### src/rtl/rr_dispatch4.sv
// rr_dispatch4: 1-to-4 round-robin dispatcher.
// One valid/ready producer feeds four valid/ready consumer lanes. Each lane has
// a one-entry output register, so a stalled consumer only blocks its own lane.
// A circular pointer rotates the starting lane after every accepted item.
module rr_dispatch4 #(
    parameter int DW = 8
) (
    input  logic            clk,
    input  logic            rst_n,
    input  logic            in_valid,
    output logic            in_ready,
    input  logic [DW-1:0]   in_data,
    input  logic [3:0]      lane_en,
    output logic [3:0]      out_valid,
    input  logic [3:0]      out_ready,
    output logic [4*DW-1:0] out_data,
    output logic [1:0]      ptr
);

    logic [3:0]         available;
    logic [3:0]         cand;
    logic [1:0]         target;
    logic               accept;
    logic [3:0][DW-1:0] slot;

    // A lane can take an item if it is empty or its current item leaves this cycle.
    always_comb begin
        available = ~out_valid | out_ready;
        cand      = lane_en & available;
        in_ready  = |cand;
        accept    = in_valid & in_ready;
    end

    // Pick the first candidate lane, searching circularly upward from ptr.
    always_comb begin
        logic       found;
        logic [1:0] idx;
        found  = 1'b0;
        target = ptr;
        idx    = ptr;
        for (int k = 0; k < 4; k++) begin
            idx = ptr + k[1:0];
            if (!found && cand[idx]) begin
                found  = 1'b1;
                target = idx;
            end
        end
    end

    // Lane registers: refill takes priority over drain, so a same-cycle
    // drain+refill keeps the lane valid with the new item and no bubble.
    always_ff @(posedge clk or negedge rst_n) begin
        if (!rst_n) begin
            out_valid <= 4'b0000;
            slot      <= '0;
        end else begin
            for (int i = 0; i < 4; i++) begin
                if (accept && (target == i[1:0])) begin
                    out_valid[i] <= 1'b1;
                    slot[i]      <= in_data;
                end else if (out_ready[i]) begin
                    out_valid[i] <= 1'b0;
                end
            end
        end
    end

    // Pointer moves past the lane just served; it holds on idle and drain-only cycles.
    always_ff @(posedge clk or negedge rst_n) begin
        if (!rst_n) begin
            ptr <= 2'd0;
        end else if (accept) begin
            ptr <= target + 2'd1;
        end
    end

    assign out_data = slot;

endmodule

### config.mk
export PLATFORM = sky130hd
export DESIGN_NAME = rr_dispatch4
export DESIGN_NICKNAME = d
export VERILOG_FILES = /design/src/rtl/rr_dispatch4.sv
export SDC_FILE = /design/constraint.sdc
export NUM_CORES = 1
export LEC_CHECK = 0
export ABC_CLOCK_PERIOD_IN_PS = 2500
export CAP_MARGIN = 30
export CORE_MARGIN = 8
export CORE_UTILIZATION = 35
export DETAILED_ROUTE_END_ITERATION = 8
export DONT_BUFFER_PORTS = 1
export PLACE_DENSITY = 0.57
export SYNTH_ARGS = -nofsm -noshare
export SYNTH_HDL_FRONTEND = slang
export SYNTH_SLANG_ARGS = --single-unit
### constraint.sdc
create_clock -name clk -period 2.5 [get_ports clk]
set_input_delay 0.625 -clock clk [delete_from_list [all_inputs] [get_ports clk]]
set_output_delay 0.625 -clock clk [all_outputs]
set_load 0.02 [all_outputs]
## Word-level counts from Yosys, hierarchy flattened

Cells that the tools add are included.

| cells by class | value |
|---|---|
| reduce and logical (&&, ||, !) cells | 16 |
| bitwise operators | 4 |
| add/sub/neg operators | 4 |
| multiplexer cells | 22 |
| $lt $le $gt $ge | 4 |
| equality and inequality tests | 3 |

Operators by type and width:

| operator | count |
|---|---|
| two-way mux 1 bit | 15 |
| less-than comparator 2 x 3 -> 1 bit (second input constant) | 4 |
| binary-select mux 1 bit (select 2 bit) | 4 |
| nonzero test 2 bit | 4 |
| logical AND 1 bit | 7 |
| two-way mux 2 bit | 3 |
| adder 2 x 1 -> 2 bit (second input constant) | 2 |
| adder 2 bit (second input constant) | 2 |
| AND 4 bit | 1 |
| == test 2 bit (second input constant) | 2 |
| inverter 4 bit | 1 |
| OR 4 bit | 1 |
| OR reduction 4 bit | 1 |
| logical NOT 1 bit | 3 |
| == test 2 x 1 -> 1 bit (second input constant) | 1 |
| logical NOT 2 bit | 1 |
| AND 1 bit | 1 |

| word-level totals | value |
|---|---|
| bits in registers | 38 |
| logic and storage cells | 62 |
| output and inout bits | 39 |

## Logic depth before layout (Yosys ltp)

| logic depth | value |
|---|---|
| depth in word-level cells | 18 |
| gate-level depth with buffers | 6 |
| gate-level depth less buffers | 6 |

## Worst setup path before layout

Ideal clock, no wire load.

| path | value |
|---|---|
| kind | input -> register |
| start point | input out_ready[3] |
| end point | register slot, in the netlist out_data[10] |
| path slack | 267 ps |
| data required time | 2375 ps |
| stages on the path | 6 |
| library setup time | 125 ps |
| buffers on the path | 0 |
| arrival | 2108 ps |
| cell sequence | nand2b_4 -> and2_4 -> o311ai_2 -> nand3_2 -> nor3_4 -> mux2_2 |

| between the ends | value |
|---|---|
| cells in the longest elaborated chain, start to end | 16 |
| elaborated cells between the ends (all ways) | 26 |

RTL lines:

| element | line | source |
|---|---|---|
| from (decl) | 15 | `input logic [3:0] out_ready,` |
| OR 4 bit * | 28 | `available = ~out_valid \| out_ready;` |
| AND 4 bit * | 29 | `cand = lane_en & available;` |
| binary-select mux 1 bit (select 2 bit) | 43 | `if (!found && cand[idx]) begin` |
| two-way mux 1 bit (implied by the code) | 43 |  |
| two-way mux 1 bit | 43 |  |
| logical NOT 1 bit | 43 |  |
| logical AND 1 bit | 43 |  |
| two-way mux 1 bit | 43 |  |
| logical NOT 1 bit | 43 |  |
| logical AND 1 bit | 43 |  |
| two-way mux 1 bit | 43 |  |
| logical NOT 1 bit | 43 |  |
| logical AND 1 bit | 43 |  |
| two-way mux 2 bit | 43 |  |
| == test 2 x 1 -> 1 bit | 58 | `if (accept && (target == i[1:0])) begin` |
| logical AND 1 bit * | 58 |  |
| to (signal, indexed assignment) | 60 | `slot[i] <= in_data;` |
| to (decl) | 24 | `logic [3:0][DW-1:0] slot;` |

Every way passes the cells marked *; elsewhere a longest branch is shown, timed or not. The select of a mux whose other input is x is not followed.
A chain may end at the register's enable or synchronous reset.

## Final worst setup path

| path | value |
|---|---|
| start point | register ptr[1] |
| end point | register slot, in the netlist out_data[9] |

| between the ends | value |
|---|---|
| cells in the longest elaborated chain, start to end | 14 |
| elaborated cells between the ends (all ways) | 25 |

RTL lines:

| element | line | source |
|---|---|---|
| from (decl) | 17 | `output logic [1:0] ptr` |
| from (signal assigned) | 73 | `ptr <= target + 2'd1;` |
| branches (longest 11 deep; another with adder 2 x 1 -> 2 bit) | - |  |
| two-way mux 2 bit * | 43 |  |
| == test 2 x 1 -> 1 bit * | 58 |  |
| logical AND 1 bit * | 58 |  |

Mark *: on every way between the ends. The select of a mux whose other input is x is not followed.

==> impl_metrics.ini <==
[run_status]
status = finished clean

[critical_path]
critPathKind = flip-flop to flip-flop
critPathBufInv = 1
cp_max_fo = 10
crit_path_start_kind = flip-flop
required_ns = 2.67
worstPathCellList = a311oi_1 > o21ai_0 > o211ai_4 > nor3_4 > buf_4 > mux2_2
arrival_ns = 2.41
ff2ff_setup_slack_ns = 0.26
crit_family = compound AO/OA/AOI/OAI gates
slowest_delay_ns = 0.62
endpoint_kind = flip-flop
critPathSlowestCell = dfrtp_1

[synth]
yosys_register_bits = 38
yosysTopAreaCell = dfrtp_1
syn_nets = 132
avgSynthCellArea_sq_um = 14.5
synth_area_leaders = dfrtp_1 58%, mux2_2 22%, nand3_4 2.1%, nor3_4 2.0%, nand2_1 1.6%
ys_types = 28
async_flop_share = 1.00
netlist_area_sq_mm = 0.00164
synth_cells = 113
ys_seq_area_frac = 0.580
yosysMostFrequentCell = dfrtp_1
synth_common_cells = 38 x dfrtp_1, 32 x mux2_2, 7 x nand2_1
yosysWarnings = 0
synth_edf_count = 0
synth_top_area_frac = 0.580
ys.flop_type = dfrtp_1

[timing]
tns_ns = 0
finalSetupViolCount = 0
final-hold-violation-count = 0
period_share = 0.896
max_slew_margin = 0.702
finalClockSkew_ns = 0.0108
layout_min_cycle_time_ns = 2.24
rsz0062_at_grt = false
max_freq_ghz = 0.446
slew_viol_final = 0
worst_pin_slew_ns = 0.446

[power_and_ir_drop]
p_seq_frac = 0.569
clkPwrFrac = 0.160
combPwrFrac = 0.271
internal-power_uw = 1550
p_sw_uw = 1180
powerDensity_mw_per_mm2 = 1480
swShare = 0.432
power.leakage_uw = 0.000786
p_total_uw = 2720
ir_drop_uv = 661

[route]
routed_wl_um = 3760
drt_iter0_drc = 43
avgRoutedWirePerCell_um = 20.9
dr.pass1.iters = 4
vias_per_cell = 5.42
detail-route-antenna-nets = 0
post-route-drc-count = 0
num_vias = 975

[min_path]
hold_path_class = input pin to asynchronous set/reset pin

[cts]
ctsHoldBuffers = 0
cts.path.max_buffers = 2
cts_max_level = 2
cts_tree = yes
clock_sinks = 38
insertion_delay_ns = 0.28
cts_root_buffer = clkbuf_8
cts_made_buffers = 5
cts.reportedPaths.clkPinSlew_ns = 0.08
cts_setup_buffers = 0
post_cts_resized = 0

[die]
fp-row-count = 25
coreArea_sq_mm = 0.00463
die_h_um = 84.4
fp.dieW_um = 84.4
start_util = 0.354
io_pins = 58
dieArea_sq_mm = 0.00713

[global_routing]
grt_max_degree = 39
grt_pass1_vias = 1136
grt_pass1_wl_um = 6190
grt_use_total = 0.113
antenna_found_initial = 0
gr-total-overflow = 0

[placement]
dp.cells = 172
io_buffers = 0
gp_congestion = 0.812
hpwlAfterDp_um = 2800

[layout]
fillCellCount = 452
nNetsFinal = 144
drive_gt1_frac = 0.444
final_cell_count_no_fill = 180
syn2layout_area_growth_pct = 12.2
num_antenna_cells = 0

[flow_run]
cap_violations = 0
==> power by group through the flow <==
stage	Combinational [uW]	Clock, uW	Sequential (uW)
6_report	739	435	1550
5_1_grt	813	475	1600
4_1_cts	748	448	1570
3_5_place_dp	746	0	1580
3_3_place_gp	714	0	1570
2_1_floorplan	578	0	1500
==> per-layer routing <==
| layer | vias up | GRT usage | part of all wire | routed length [um] |
|---|---|---|---|---|
| met5 | - | 0 | 0 | 0 |
| met4 | 0 | 0.0340 | 0.0056 | 21 |
| met3 | 2 | 0.0771 | 0.13 | 492 |
| met2 | 42 | 0.186 | 0.49 | 1850 |
| met1 | 502 | 0.111 | 0.37 | 1400 |
| li1 | 429 | - | - | - |
==> flip-flops by register name, indices dropped and copies added (netlist names) <==
name and count:
ptr 2, out_valid 4, out_data 32
==> worst paths after layout <==
kind / start / endpoint / cells past startpoint
hold reg to reg: out_valid[1]$_DFFE_PN0P_ / out_valid[1]$_DFFE_PN0P_ / 2
hold / removal: rst_n / out_data[25]$_DFFE_PN0P_ / 0
setup / recovery: ptr[1]$_DFFE_PN0P_ / out_data[9]$_DFFE_PN0P_ / 6
setup reg to reg: ptr[1]$_DFFE_PN0P_ / out_data[9]$_DFFE_PN0P_ / 6
max in group asynchronous: rst_n / out_data[15]$_DFFE_PN0P_ / 0
min in group clk: out_ready[1] / out_valid[1]$_DFFE_PN0P_ / 1
==> stage by stage <==
step / utilization / cell area, sq um / hold slack [ns] / worst slack (ns)
CTS: 0.397 / 1840 / 0.0167 / 0.282
global route: 0.397 / 1840 / 0.00558 / 0.0942
finish: 0.397 / 1840 / 0.0297 / 0.260
detailed placement: 0.377 / 1740 / 0.330 / 0.151
floorplan: - / 1640 / 0.329 / 0.267
global placement: 0.377 / 1740 / 0.330 / 0.176
==> final cells by class <==
class	count	area, sq um	share of cell area
inverters	4	15.0	0.00816
clock inverters	2	12.5	0.00680
well taps	54	67.6	0.0367
clock buffers	6	82.6	0.0449
repair buffers	5	37.5	0.0204
flip-flops and latches	38	951	0.517
multi-input cells	71	673	0.366
==> cell usage in the layout, fill, tap and decap left out, drive strengths merged <==
cell type,n
a221oi,1
a2bb2oi,1
a311oi,1
and2,2
and3,1
buf,5
clkbuf,6
clkinv,1
clkinvlp,1
dfrtp,38
inv,4
mux2,32
nand2,7
nand2b,2
nand3,3
nand3b,1
nand4,1
nor2,4
nor2b,1
nor3,4
o211ai,2
o21ai,4
o21bai,1
o311ai,1
o31ai,1
or2b,1
==> logic make-up (layout without fill, tap and decap cells) <==
group | after synthesis | count (layout) | share of synthesized area
and+or+nand+nor | 27 | 27 | 0.126
muxes | 32 | 32 | 0.220
buffers and inverters | 4 | 17 | 0.00916
AOI/OAI and AO/OA | 12 | 12 | 0.0649
DFF | 38 | 38 | 0.580
Power figures use the tool's default switching activity.
